**src/rtl/core_pkg.sv**
```systemverilog
// Shared core definitions: datapath width, ALUOp encodings and the decoded
// control bundle used by both the hazard control mux and the ID/EX register.
package core_pkg;

  localparam int unsigned XLEN = 32;

  // ALUOp classes produced by the main decoder
  localparam logic [1:0] ALU_OP_ADD    = 2'b00;  // add / load-store address
  localparam logic [1:0] ALU_OP_BRANCH = 2'b01;
  localparam logic [1:0] ALU_OP_RTYPE  = 2'b10;
  localparam logic [1:0] ALU_OP_ITYPE  = 2'b11;

  // Decoded control bundle, bubbled to zero by the control mux on a hazard
  typedef struct packed {
    logic [4:0] reg_dst;
    logic [1:0] alu_op;
    logic       alu_src;
    logic       reg_write;
    logic       mem_to_reg;
    logic       mem_read;
    logic       mem_write;
  } ctrl_t;

endpackage

```
**src/rtl/load_use_detect.sv**
```systemverilog
// Load-use hazard compare between the instruction in EX and the source
// indices of the instruction in ID.
// Ports:
//   valid    - EX slot holds a real instruction
//   mem_read - EX instruction is a load
//   rd       - EX destination register index
//   rs1, rs2 - ID-stage source register indices
//   hazard   - load-use hazard (combinational)
module load_use_detect (
  input  logic       valid,
  input  logic       mem_read,
  input  logic [4:0] rd,
  input  logic [4:0] rs1,
  input  logic [4:0] rs2,
  output logic       hazard
);

  // x0 is hardwired to zero, so a load targeting it never creates a dependency
  assign hazard = valid & mem_read & (rd != 5'd0) & ((rd == rs1) | (rd == rs2));

endmodule

```
**src/rtl/id_ex_pipe_reg.sv**
```systemverilog
// ID/EX pipeline register. Captures decoded control, operands, immediate, PC
// and register indices for EX, with stall (hold), flush (bubble), a valid bit,
// a saturating bubble counter and the load-use hazard flag for the control mux.
// Ports:
//   clk_i, rst_n_i             - clock, async active-low reset
//   stall_i, flush_i, valid_i  - hold / bubble / ID instruction valid
//   *_i control, funct, addr, data inputs  -> registered *_o outputs
//   valid_o                    - EX slot holds a real instruction
//   hazard_o                   - load-use hazard, to control mux Hazard_i
//   bubble_cnt_o               - saturating count of bubbles entering EX
module id_ex_pipe_reg #(
  parameter int unsigned XLEN  = core_pkg::XLEN,
  parameter int unsigned CNT_W = 16
) (
  input  logic             clk_i,
  input  logic             rst_n_i,
  input  logic             stall_i,
  input  logic             flush_i,
  input  logic             valid_i,
  input  logic [4:0]       RegDst_i,
  input  logic [1:0]       ALUOp_i,
  input  logic             ALUSrc_i,
  input  logic             RegWrite_i,
  input  logic             MemToReg_i,
  input  logic             MemRead_i,
  input  logic             MemWrite_i,
  input  logic [3:0]       funct_i,
  input  logic [4:0]       rs1_addr_i,
  input  logic [4:0]       rs2_addr_i,
  input  logic [XLEN-1:0]  rs1_data_i,
  input  logic [XLEN-1:0]  rs2_data_i,
  input  logic [XLEN-1:0]  imm_i,
  input  logic [XLEN-1:0]  pc_i,
  output logic [4:0]       RegDst_o,
  output logic [1:0]       ALUOp_o,
  output logic             ALUSrc_o,
  output logic             RegWrite_o,
  output logic             MemToReg_o,
  output logic             MemRead_o,
  output logic             MemWrite_o,
  output logic [3:0]       funct_o,
  output logic [4:0]       rs1_addr_o,
  output logic [4:0]       rs2_addr_o,
  output logic [XLEN-1:0]  rs1_data_o,
  output logic [XLEN-1:0]  rs2_data_o,
  output logic [XLEN-1:0]  imm_o,
  output logic [XLEN-1:0]  pc_o,
  output logic             valid_o,
  output logic             hazard_o,
  output logic [CNT_W-1:0] bubble_cnt_o
);

  core_pkg::ctrl_t  ctrl_in;
  core_pkg::ctrl_t  ctrl_q;
  logic [3:0]       funct_q;
  logic [4:0]       rs1_addr_q;
  logic [4:0]       rs2_addr_q;
  logic [XLEN-1:0]  rs1_data_q;
  logic [XLEN-1:0]  rs2_data_q;
  logic [XLEN-1:0]  imm_q;
  logic [XLEN-1:0]  pc_q;
  logic             valid_q;
  logic [CNT_W-1:0] cnt_q;
  logic             bubble_c;

  assign ctrl_in = '{reg_dst:    RegDst_i,
                     alu_op:     ALUOp_i,
                     alu_src:    ALUSrc_i,
                     reg_write:  RegWrite_i,
                     mem_to_reg: MemToReg_i,
                     mem_read:   MemRead_i,
                     mem_write:  MemWrite_i};

  // Pipeline register: flush beats stall, stall beats load
  always_ff @(posedge clk_i or negedge rst_n_i) begin
    if (!rst_n_i) begin
      ctrl_q     <= '0;
      funct_q    <= '0;
      rs1_addr_q <= '0;
      rs2_addr_q <= '0;
      rs1_data_q <= '0;
      rs2_data_q <= '0;
      imm_q      <= '0;
      pc_q       <= '0;
      valid_q    <= 1'b0;
    end else if (flush_i) begin
      ctrl_q     <= '0;
      funct_q    <= '0;
      rs1_addr_q <= '0;
      rs2_addr_q <= '0;
      rs1_data_q <= '0;
      rs2_data_q <= '0;
      imm_q      <= '0;
      pc_q       <= '0;
      valid_q    <= 1'b0;
    end else if (!stall_i) begin
      ctrl_q     <= ctrl_in;
      funct_q    <= funct_i;
      rs1_addr_q <= rs1_addr_i;
      rs2_addr_q <= rs2_addr_i;
      rs1_data_q <= rs1_data_i;
      rs2_data_q <= rs2_data_i;
      imm_q      <= imm_i;
      pc_q       <= pc_i;
      valid_q    <= valid_i;
    end
  end

  // A bubble enters EX on a flush, or on a non-stalled load of an invalid slot
  assign bubble_c = flush_i | (~stall_i & ~valid_i);

  // Saturating bubble counter, cleared only by reset
  always_ff @(posedge clk_i or negedge rst_n_i) begin
    if (!rst_n_i) begin
      cnt_q <= '0;
    end else if (bubble_c && (cnt_q != {CNT_W{1'b1}})) begin
      cnt_q <= cnt_q + CNT_W'(1);
    end
  end

  load_use_detect u_load_use_detect (
    .valid    (valid_q),
    .mem_read (ctrl_q.mem_read),
    .rd       (ctrl_q.reg_dst),
    .rs1      (rs1_addr_i),
    .rs2      (rs2_addr_i),
    .hazard   (hazard_o)
  );

  assign RegDst_o     = ctrl_q.reg_dst;
  assign ALUOp_o      = ctrl_q.alu_op;
  assign ALUSrc_o     = ctrl_q.alu_src;
  assign RegWrite_o   = ctrl_q.reg_write;
  assign MemToReg_o   = ctrl_q.mem_to_reg;
  assign MemRead_o    = ctrl_q.mem_read;
  assign MemWrite_o   = ctrl_q.mem_write;
  assign funct_o      = funct_q;
  assign rs1_addr_o   = rs1_addr_q;
  assign rs2_addr_o   = rs2_addr_q;
  assign rs1_data_o   = rs1_data_q;
  assign rs2_data_o   = rs2_data_q;
  assign imm_o        = imm_q;
  assign pc_o         = pc_q;
  assign valid_o      = valid_q;
  assign bubble_cnt_o = cnt_q;

endmodule
```
**config.mk**
```make
export PLATFORM = sky130hd
export DESIGN_NAME = id_ex_pipe_reg
export DESIGN_NICKNAME = d
export VERILOG_FILES = /design/src/rtl/core_pkg.sv /design/src/rtl/load_use_detect.sv /design/src/rtl/id_ex_pipe_reg.sv
export SDC_FILE = /design/constraint.sdc
export NUM_CORES = 1
export LEC_CHECK = 0
export CORE_ASPECT_RATIO = 1.5
export CORE_MARGIN = 3
export CORE_UTILIZATION = 45
export CTS_CLUSTER_DIAMETER = 30
export DETAILED_ROUTE_END_ITERATION = 16
export PLACE_DENSITY = 0.86
export RECOVER_POWER = 100
export SYNTH_ARGS = -nofsm -noshare
export SYNTH_HDL_FRONTEND = slang
export SYNTH_SLANG_ARGS = --single-unit
```
**constraint.sdc**
```tcl
create_clock -name clk_i -period 4.4 [get_ports clk_i]
set_input_delay 0.44 -clock clk_i [delete_from_list [all_inputs] [get_ports clk_i]]
set_output_delay 0.44 -clock clk_i [all_outputs]
set_load 0.1 [all_outputs]
```
==> impl_metrics.env <==
export IMPL_period_share_pct=79.99
export IMPL_path_clk_slew_ns=0.07
export IMPL_drt_wl_total_um=20270
export IMPL_worstSetupStartpointType="input pin"
export IMPL_ff2ff_setup_slack_ns=2.43
export IMPL_worstHoldStart="flush_i"
export IMPL_vias=5636
export IMPL_routabilityCongestion=0.8101
export IMPL_mostFrequentLayoutCells="dlygate4sd3_1 (172), dfrtp_1 (171), nor2_1 (155), clkdlybuf4s50_1 (155), mux2i_1 (154)"
export IMPL_wl_per_cell_um=18.08
export IMPL_fin_crit_ns=3.520
export IMPL_postCtsSetupBuffers=0
export IMPL_synthAdderAreaFrac_pct=0.1753
export IMPL_p_per_area_nw_per_um2=425.7
export IMPL_endpoint_kind="flop"
export IMPL_cts_max_level=4
export IMPL_dieArea_um2=17440
export IMPL_finish_instance_area_um2=11120
export IMPL_crit_path_max_fanout=94
export IMPL_crit_required_ns=4.68
export IMPL_setup_tns_ns=0
export IMPL_synth_seq_cells=171
export IMPL_tightest_slew_ns=3.092
export IMPL_synthToLayoutAreaGrowth_pct=55.77
export IMPL_final_nets=1069
export IMPL_rr_worst_depth=5
export IMPL_setup_viol=0
export IMPL_io_pins=331
export IMPL_drc=0
export IMPL_first_iter_violations=254
export IMPL_final_max_slew_viol_count=177
export IMPL_ys_types=35
export IMPL_synth_area_mux_share_pct=21.76
export IMPL_yosysTopAreaCellShare_pct=59.96
export IMPL_synth_compound_area_share_pct=1.876
export IMPL_antenna_found_initial=0
export IMPL_port_buffers=330
export IMPL_track_usage_pct=23.68
export IMPL_highest_signal_layer="met4"
export IMPL_syn_avg_cell_area_um2=12.06
export IMPL_cts_root_buf="clkbuf_16"
export IMPL_first_global_vias=5835
export IMPL_synth_area_leaders="dfrtp_1 (60%), mux2i_1 (22%), nor2_1 (8.2%), xor2_1 (1.3%), buf_2 (1.2%)"
export IMPL_cts_resized=0
export IMPL_syn_area_um2=7137
export IMPL_yosysSeqAreaShare_pct=59.96
export IMPL_yosys_area_share_simple_pct=11.55
export IMPL_cts_hold_buf=0
export IMPL_synth_warnings=0
export IMPL_r2r_end="bubble_cnt_o[1]"
export IMPL_ant_nets=0
export IMPL_layout_commonest_cell="dlygate4sd3_1"
export IMPL_placementRows=55
export IMPL_yosysTopAreaCell="dfrtp_1"
export IMPL_synth_edf_count=0
export IMPL_slew_limit_headroom_pct=-106.2
export IMPL_crit_arrival_ns=3.79
export IMPL_hold_path_cell_count=2
export IMPL_wl_met3_um=1490
export IMPL_max_freq_mhz=284.1
export IMPL_hold_path_end="pc_o[11]"
export IMPL_critPathLaunch="stall_i"
export IMPL_peakVddDrop_v=0.0004166
export IMPL_maxCapViolCount=2
export IMPL_tritoncts_num_buffers=17
export IMPL_tritoncts="built"
export IMPL_grt_start_max_net_pins=102
export IMPL_async_flop_share_pct=100.0
export IMPL_die_h_um=160.2
export IMPL_max_clock_path_buffers=2
export IMPL_start_util_pct=46.51
export IMPL_critPathKind="in2reg"
export IMPL_clock_sinks=171
export IMPL_vias_per_cell=5.028
export IMPL_status="finished with violations"
export IMPL_hold_ws_ns=0.5041
export IMPL_syn_num_nets=752
export IMPL_wl_met1_um=7388
export IMPL_grt_overflow_total=0
export IMPL_min_path_type="in2reg"
export IMPL_drive_above_1_share_pct=4.989
export IMPL_met2WireLength_um=10940
export IMPL_rsz0062_at_grt="false"
export IMPL_netlist_instances=592
export IMPL_dp_hpwl_um=14820
export IMPL_core_um2=15350
export IMPL_synthXorXnorAreaFrac_pct=2.332
export IMPL_p_leak_nw=5.614
export IMPL_finalHoldViolCount=0
export IMPL_synth_top_family_by_area="multiplexers"
export IMPL_failed_checks="capacitance limit, slew limit"
export IMPL_yosys_most_used_dff="dfrtp_1"
export IMPL_place_area_um2=10580
export IMPL_worstSkewPairLatency_ns=0.42
export IMPL_drt_pre_antenna_iters=4
export IMPL_timing_rr_start="bubble_cnt_o[0]"
export IMPL_grt_pass1_wl_um=31860
export IMPL_antenna_cells=0
export IMPL_finClkSkew_ns=0.008643
export IMPL_dieWidth_um=108.8
## worst max-delay path by stage
stage,endpoint,slack [ns],cells past startpoint
6_report,pc_o[28],0.88,4
5_1_grt,rs1_data_o[22],0.63,4
4_1_cts,hazard_o,1.29,6
3_5_place_dp,hazard_o,1.30,6
3_3_place_gp,hazard_o,1.28,6
2_1_floorplan,hazard_o,1.08,4
## registers in the layout (all words and copies together) (netlist names), 4 cells and up
register and flops:
funct_o 4, RegDst_o 5, rs2_data_o 32, pc_o 32
rs1_data_o 32, rs1_addr_o 5, rs2_addr_o 5, bubble_cnt_o 16
imm_o 32
## cell type report
class / count / area [µm²]
inverter: 3 / 11.26
clock buffer: 19 / 442.9
timing repair buffer: 334 / 3333
clock inverter: 13 / 120.1
sequential: 171 / 4279
multi-input combinational: 382 / 2681
fill: 1097 / 4229
tap: 199 / 249.0
## where the power goes
group | switching, W | internal, W
Sequential | 0.0000986 | 0.00168
Clock | 0.000669 | 0.000767
Combinational | 0.00111 | 0.000403
Total | 0.00188 | 0.00285
## cell families (layout without fill, tap and decap cells)
logic type	after synthesis	count (layout)
AO/OA/AOI/OAI	18	18
AND/OR/NAND/NOR	189	189
buffers and inverters	39	369
adder cells (fa/ha/maj)	1	1
flip-flops	171	171
XOR/XNOR	19	19
multiplexers	155	155
## stage by stage
step / setup WS, ns / power, W / utilization (%) / instances
final: 0.8804 / 0.004732 / 72.44 / 1121
after global routing: 0.6296 / 0.004930 / 72.44 / 1121
after CTS: 1.294 / 0.004822 / 72.60 / 1121
after detailed placement: 1.303 / 0.003370 / 68.93 / 1089
after global placement: 1.276 / 0.003355 / 68.93 / 1089
after floorplan: 1.079 / 0.002877 / - / 592
## Yosys cell counts (all sizes together) (5+ instances only)
master  instances
nor2          155
mux2i         154
xnor2           8
xor2           11
a21oi           8
nand3           8
buf            23
clkbuf         13
nand4           5
dfrtp         171
## worst max-delay path: stages
cell and delay, ns:
clkbuf_2 2.15, buf_4 0.77, mux2i_1 0.28, nor2_1 0.06
## layer usage
metal / track usage, % / up-vias
li1: - / 2657
met1: 27.13 / 2738
met2: 41.90 / 213
met3: 6.591 / 28
met4: 7.926 / 0
met5: 0 / -
Note: power is estimated with default switching activity, not from simulation.
